<file path="config.mk">
export PLATFORM = sky130hd
export DESIGN_NAME = sweep_counter_ctrl
export DESIGN_NICKNAME = d
export VERILOG_FILES = /design/src/rtl/sweep_pkg.sv /design/src/rtl/updown_counter_core.sv /design/src/rtl/sweep_counter_ctrl.sv
export SDC_FILE = /design/constraint.sdc
export NUM_CORES = 1
export LEC_CHECK = 0
export ABC_AREA = 1
export BUFFER_PORTS_ARGS = -buffer_cell sky130_fd_sc_hd__buf_2
export CAP_MARGIN = 15
export CORE_UTILIZATION = 45
export DETAILED_ROUTE_END_ITERATION = 10
export PLACE_DENSITY = 0.72
export SYNTH_ARGS = -nofsm -noshare
export SYNTH_HDL_FRONTEND = slang
export SYNTH_SLANG_ARGS = --single-unit
</file>
<file path="constraint.sdc">
create_clock -name clk -period 4.85 [get_ports clk]
set_clock_uncertainty 0.15 [all_clocks]
set_input_delay 0.97 -clock clk [delete_from_list [all_inputs] [get_ports clk]]
set_output_delay 0.97 -clock clk [all_outputs]
set_load 0.02 [all_outputs]
</file>
<file path="src/rtl/sweep_pkg.sv">
`default_nettype none
// ============================================================================
// Module      : sweep_pkg
// Description : Shared types and constants for the sweep counter controller.
// Revision    : 1.0 - initial release
// ============================================================================
package sweep_pkg;

    typedef enum logic [1:0] {
        IDLE = 2'd0,
        UP   = 2'd1,
        DOWN = 2'd2
    } sweep_state_t;

    localparam int CNT_W = 4;

endpackage
`default_nettype wire

</file>
<file path="src/rtl/updown_counter_core.sv">
`default_nettype none
// ============================================================================
// Module      : updown_counter_core
// Description : Up/down counter with synchronous load and count enable.
//               Wraps naturally at both ends of its range.
// Revision    : 1.0 - initial release
// ============================================================================
module updown_counter_core
    import sweep_pkg::*;
#(
    parameter int WIDTH = CNT_W
) (
    input  logic             clk,
    input  logic             reset,
    input  logic             en,
    input  logic             load,
    input  logic [WIDTH-1:0] load_val,
    input  logic             up,
    output logic [WIDTH-1:0] count
);

    logic [WIDTH-1:0] r_count;

    // Load wins over a count step; otherwise step in the requested direction.
    always_ff @(posedge clk) begin
        if (reset) begin
            r_count <= '0;
        end else if (load) begin
            r_count <= load_val;
        end else if (en) begin
            r_count <= up ? r_count + WIDTH'(1) : r_count - WIDTH'(1);
        end
    end

    assign count = r_count;

endmodule
`default_nettype wire

</file>
<file path="src/rtl/sweep_counter_ctrl.sv">
`default_nettype none
// ============================================================================
// Module      : sweep_counter_ctrl
// Description : Sequences an up/down counter through triangular sweeps
//               between latched lower/upper limits, paced by a prescaler.
//               Supports single-sweep and continuous ping-pong modes.
// Revision    : 1.0 - initial release
// ============================================================================
module sweep_counter_ctrl
    import sweep_pkg::*;
#(
    parameter int PRESCALE = 4,
    parameter int WIDTH    = CNT_W
) (
    input  logic             clk,
    input  logic             reset,
    input  logic             start,
    input  logic             stop,
    input  logic [WIDTH-1:0] lo,
    input  logic [WIDTH-1:0] hi,
    input  logic             mode,
    output logic [WIDTH-1:0] count,
    output logic             dir_up,
    output logic             busy,
    output logic             done,
    output logic             err
);

    localparam int              c_PW       = (PRESCALE > 1) ? $clog2(PRESCALE) : 1;
    localparam logic [c_PW-1:0] c_PRE_LAST = c_PW'(PRESCALE - 1);

    localparam logic [1:0] c_ST_IDLE = IDLE;
    localparam logic [1:0] c_ST_UP   = UP;
    localparam logic [1:0] c_ST_DOWN = DOWN;

    logic [1:0]       r_state;
    logic [WIDTH-1:0] r_lo;
    logic [WIDTH-1:0] r_hi;
    logic             r_mode;
    logic             r_dir_up;
    logic             r_done;
    logic             r_err;
    logic [c_PW-1:0]  r_presc;

    logic             w_idle;
    logic             w_busy;
    logic             w_tick;
    logic             w_step;
    logic             w_accept;
    logic             w_reject;
    logic             w_at_hi;
    logic             w_at_lo;
    logic             w_en;
    logic             w_up;
    logic [WIDTH-1:0] w_count;

    assign w_idle   = (r_state == c_ST_IDLE);
    assign w_busy   = !w_idle;
    assign w_tick   = w_busy && (r_presc == c_PRE_LAST);
    // A stop in the same cycle as a tick suppresses the step.
    assign w_step   = w_tick && !stop;
    assign w_accept = w_idle && start && !stop && (lo <= hi);
    assign w_reject = w_idle && start && !stop && (lo > hi);
    assign w_at_hi  = (w_count == r_hi);
    assign w_at_lo  = (w_count == r_lo);

    // Counter step request: move only when not sitting on the turning limit.
    always_comb begin
        w_en = 1'b0;
        w_up = 1'b1;
        if (w_step) begin
            if ((r_state == c_ST_UP) && !w_at_hi) begin
                w_en = 1'b1;
                w_up = 1'b1;
            end else if ((r_state == c_ST_DOWN) && !w_at_lo) begin
                w_en = 1'b1;
                w_up = 1'b0;
            end
        end
    end

    // Prescaler: free-runs 0..PRESCALE-1 while busy, held at zero otherwise.
    always_ff @(posedge clk) begin
        if (reset) begin
            r_presc <= '0;
        end else if (!w_busy || w_tick) begin
            r_presc <= '0;
        end else begin
            r_presc <= r_presc + c_PW'(1);
        end
    end

    // Sweep FSM with latched limits, direction and status pulses.
    always_ff @(posedge clk) begin
        if (reset) begin
            r_state  <= c_ST_IDLE;
            r_lo     <= '0;
            r_hi     <= '0;
            r_mode   <= 1'b0;
            r_dir_up <= 1'b1;
            r_done   <= 1'b0;
            r_err    <= 1'b0;
        end else begin
            r_done <= 1'b0;
            r_err  <= w_reject;
            case (r_state)
                c_ST_IDLE: begin
                    if (w_accept) begin
                        r_lo     <= lo;
                        r_hi     <= hi;
                        r_mode   <= mode;
                        r_dir_up <= 1'b1;
                        r_state  <= c_ST_UP;
                    end
                end
                c_ST_UP: begin
                    if (stop) begin
                        r_state <= c_ST_IDLE;
                    end else if (w_tick && w_at_hi) begin
                        // Dwell one step at the peak while turning round.
                        r_dir_up <= 1'b0;
                        r_state  <= c_ST_DOWN;
                    end
                end
                c_ST_DOWN: begin
                    if (stop) begin
                        r_state <= c_ST_IDLE;
                    end else if (w_tick && w_at_lo) begin
                        if (r_mode) begin
                            r_dir_up <= 1'b1;
                            r_state  <= c_ST_UP;
                        end else begin
                            r_done  <= 1'b1;
                            r_state <= c_ST_IDLE;
                        end
                    end
                end
                default: begin
                    r_state <= c_ST_IDLE;
                end
            endcase
        end
    end

    updown_counter_core #(
        .WIDTH (WIDTH)
    ) u_core (
        .clk      (clk),
        .reset    (reset),
        .en       (w_en),
        .load     (w_accept),
        .load_val (lo),
        .up       (w_up),
        .count    (w_count)
    );

    assign count  = w_count;
    assign dir_up = r_dir_up;
    assign busy   = w_busy;
    assign done   = r_done;
    assign err    = r_err;

endmodule
`default_nettype wire

</file>
==> run_results.csv <==
group,metric,value,unit
setup_path,cp-start-kind,"input port",
synth,ys_types,23,
clocking,cts_hold_buf,0,
floorplanning,core_area,2540,µm²
clocking,cts_made_buffers,3,
layout,diodes,0,
floorplanning,rows,18,
run,max-cap-violations,0,
floorplanning,ioPinCount,21,
sta,holdWs,0.275,ns
synth,yosysWarnings,0,
place,portBuffers,20,
clocking,ctsResizeCount,0,
sta,rsz0062_at_grt,"no",
global_route,grt_max_degree,16,
run_status,status,"finished, final reports clean",
place,dp_cells,229,
global_route,antenna_found_initial,0,
clocking,insertion_delay,0.30,ns
sta,max_freq,383,MHz
drt,wirelength,2830,µm
layout,multi_input_area,708,µm²
synth,syn_area_per_cell,6.79,µm²
drt,drt_pass1_iterations,4,
sta,finalMaxSlewViolations,0,
layout,area_growth_syn_to_layout,12.6,%
floorplanning,start_util,48.6,%
setup_path,end_kind,"register",
power_and_ir_drop,p_leak,0.684,nW
min_path,hp-class,"register to register",
drt,wl_per_cell,12.1,µm
place,post-place-ws,1.94,ns
sta,period_needed,2.61,ns
clocking,cts_root_buffer,"clkbuf_4",
setup_path,path_max_fanout,5,
layout,ff_latch_area,400,µm²
sta,setup_viol_count_final,0,
layout,layout.nets,225,
floorplanning,die_w,54.4,µm
clocking,cts.sinks,20,
clocking,cts_tree,"done",
layout,layout_common_cells,"nand2_1 (48), inv_1 (26), nor2_1 (20), dfxtp_1 (20), buf_2 (20)",
power_and_ir_drop,vdd_ir_drop_max,0.224,mV
clocking,cts_buffer_depth,2,
clocking,cts_setup_buffers,0,
drt,ant_nets,0,
synth,syn-num-nets,203,
synth,ys_ff_latch,20,
synth,syn_area,1240,µm²
layout,final_common_cell,"nand2_1",
place,gp_congestion,0.772,
layout,drive_gt1_share,19.2,%
clocking,htree_levels,1,
sta,fin_ws,2.24,ns
setup_path,path_class,"input port to register",
sta,tns,0,ns
global_route,grt_pass1_vias,1079,
sta,hold_violations,0,
global_route,grt_overflow,0,
sta,tightestPinTransition,0.366,ns
layout,stdcell_count,233,
setup_path,required,4.90,ns
synth,ys_seq_area_share,32.4,%
floorplanning,fp.dieH,54.4,µm
sta,timing.final.crit_share,53.8,%
global_route,track_usage,21.8,%
clocking,path_clk_slew,0.11,ns
global_route,grt_pass1_wl,4570,µm
power_and_ir_drop,power_density,290,nW/µm²
drt,drt_iter0_drc,22,
drt,via_per_inst,5.13,
place,place_hpwl,2150,µm
drt,dr_total_vias,1195,
layout,fill_cells,259,
setup_path,cp.arrival,2.66,ns
sta,relSlewSlack,75.6,%
synth,netlist_instances,182,
drt,remaining_drc_errors,0,
floorplanning,die-area,2960,µm²
[where the power goes]
| group | internal, mW | total, mW | switching [mW] |
|---|---|---|---|
| combinational | 0.0400 | 0.117 | 0.0765 |
| clock | 0.0458 | 0.0976 | 0.0518 |
| sequential | 0.177 | 0.190 | 0.0123 |
[cell usage after synthesis (all sizes together)]
| cell type | instances | area share [%] |
|---|---|---|
| fa | 1 | 1.6 |
| nor3 | 3 | 1.6 |
| buf | 1 | 0.91 |
| a21oi | 14 | 6.6 |
| dfxtp | 20 | 32 |
| o211ai | 1 | 0.61 |
| xor2 | 2 | 1.4 |
| nor2 | 24 | 8.5 |
| ha | 7 | 7.1 |
| clkbuf | 2 | 0.61 |
| o21ai | 13 | 5.3 |
| inv | 29 | 8.8 |
| nand2 | 49 | 15 |
| nand3 | 16 | 9.1 |
[kinds of logic (layout without fill, tap and decap cells)]
logic type / after synthesis / in the layout / share of synthesized area, %
DFF: 20 / 20 / 32.4
buffers and inverters: 32 / 53 / 10.3
adders and majority gates: 8 / 8 / 8.70
AOI/OAI and AO/OA: 28 / 28 / 12.4
and+or+nand+nor: 92 / 92 / 34.7
xor gates and xnor gates: 2 / 2 / 1.42
[area by class of cell]
class                   instances  area share [%]
flip-flops and latches         20            28.8
clock buffers                   4            2.61
repair buffers                 20            7.19
well taps                      30            2.70
multi-input cells             130            50.9
inverters                      29            7.82
[final timing paths]
kind | start | to | slack [ns] | cells past startpoint
setup / recovery | stop | u_core.count[3]$_SDFFE_PP0P_ | 2.24 | 12
hold / removal | r_presc[0]$_SDFF_PP0_ | r_presc[0]$_SDFF_PP0_ | 0.27 | 1
setup reg to reg | u_core.count[1]$_SDFFE_PP0P_ | u_core.count[3]$_SDFFE_PP0P_ | 2.36 | 15
hold reg to reg | r_presc[0]$_SDFF_PP0_ | r_presc[0]$_SDFF_PP0_ | 0.27 | 1
[registers in the layout (all words and copies together), names as in the netlist]
name,flops
err,1
dir_up,1
done,1
r_state,2
u_core.count,4
r_mode,1
r_hi,4
r_lo,4
r_presc,2
[per-layer routing]
layer  GRT usage, %  up-vias  part of all wire [%]  wire length [µm]
met4           8.97        0                   1.3                36
li1               -      613                     -                 -
met1           26.9      536                    45              1280
met2           38.4       41                    48              1370
met5              0        -                     0                 0
met3           1.67        5                   5.0               141
[worst max-delay path: stages]
cell	delay, ns
buf_2	0.13
nor3_2	0.23
nand3_2	0.20
inv_1	0.12
ha_1	0.26
a21oi_1	0.15
nand2_1	0.08
xor2_1	0.16
nor2_1	0.11
nor2_1	0.06
a21oi_1	0.13
nor2_1	0.05
[through the flow]
step / area (µm²) / total power [mW] / util (%)
2_1_floorplan: 1240 / 0.278 / -
3_3_place_gp: 1360 / 0.304 / 53.2
3_5_place_dp: 1360 / 0.308 / 53.2
4_1_cts: 1390 / 0.404 / 54.7
5_1_grt: 1390 / 0.429 / 54.7
6_report: 1390 / 0.404 / 54.7
Note: power is estimated with default switching activity, not from simulation.
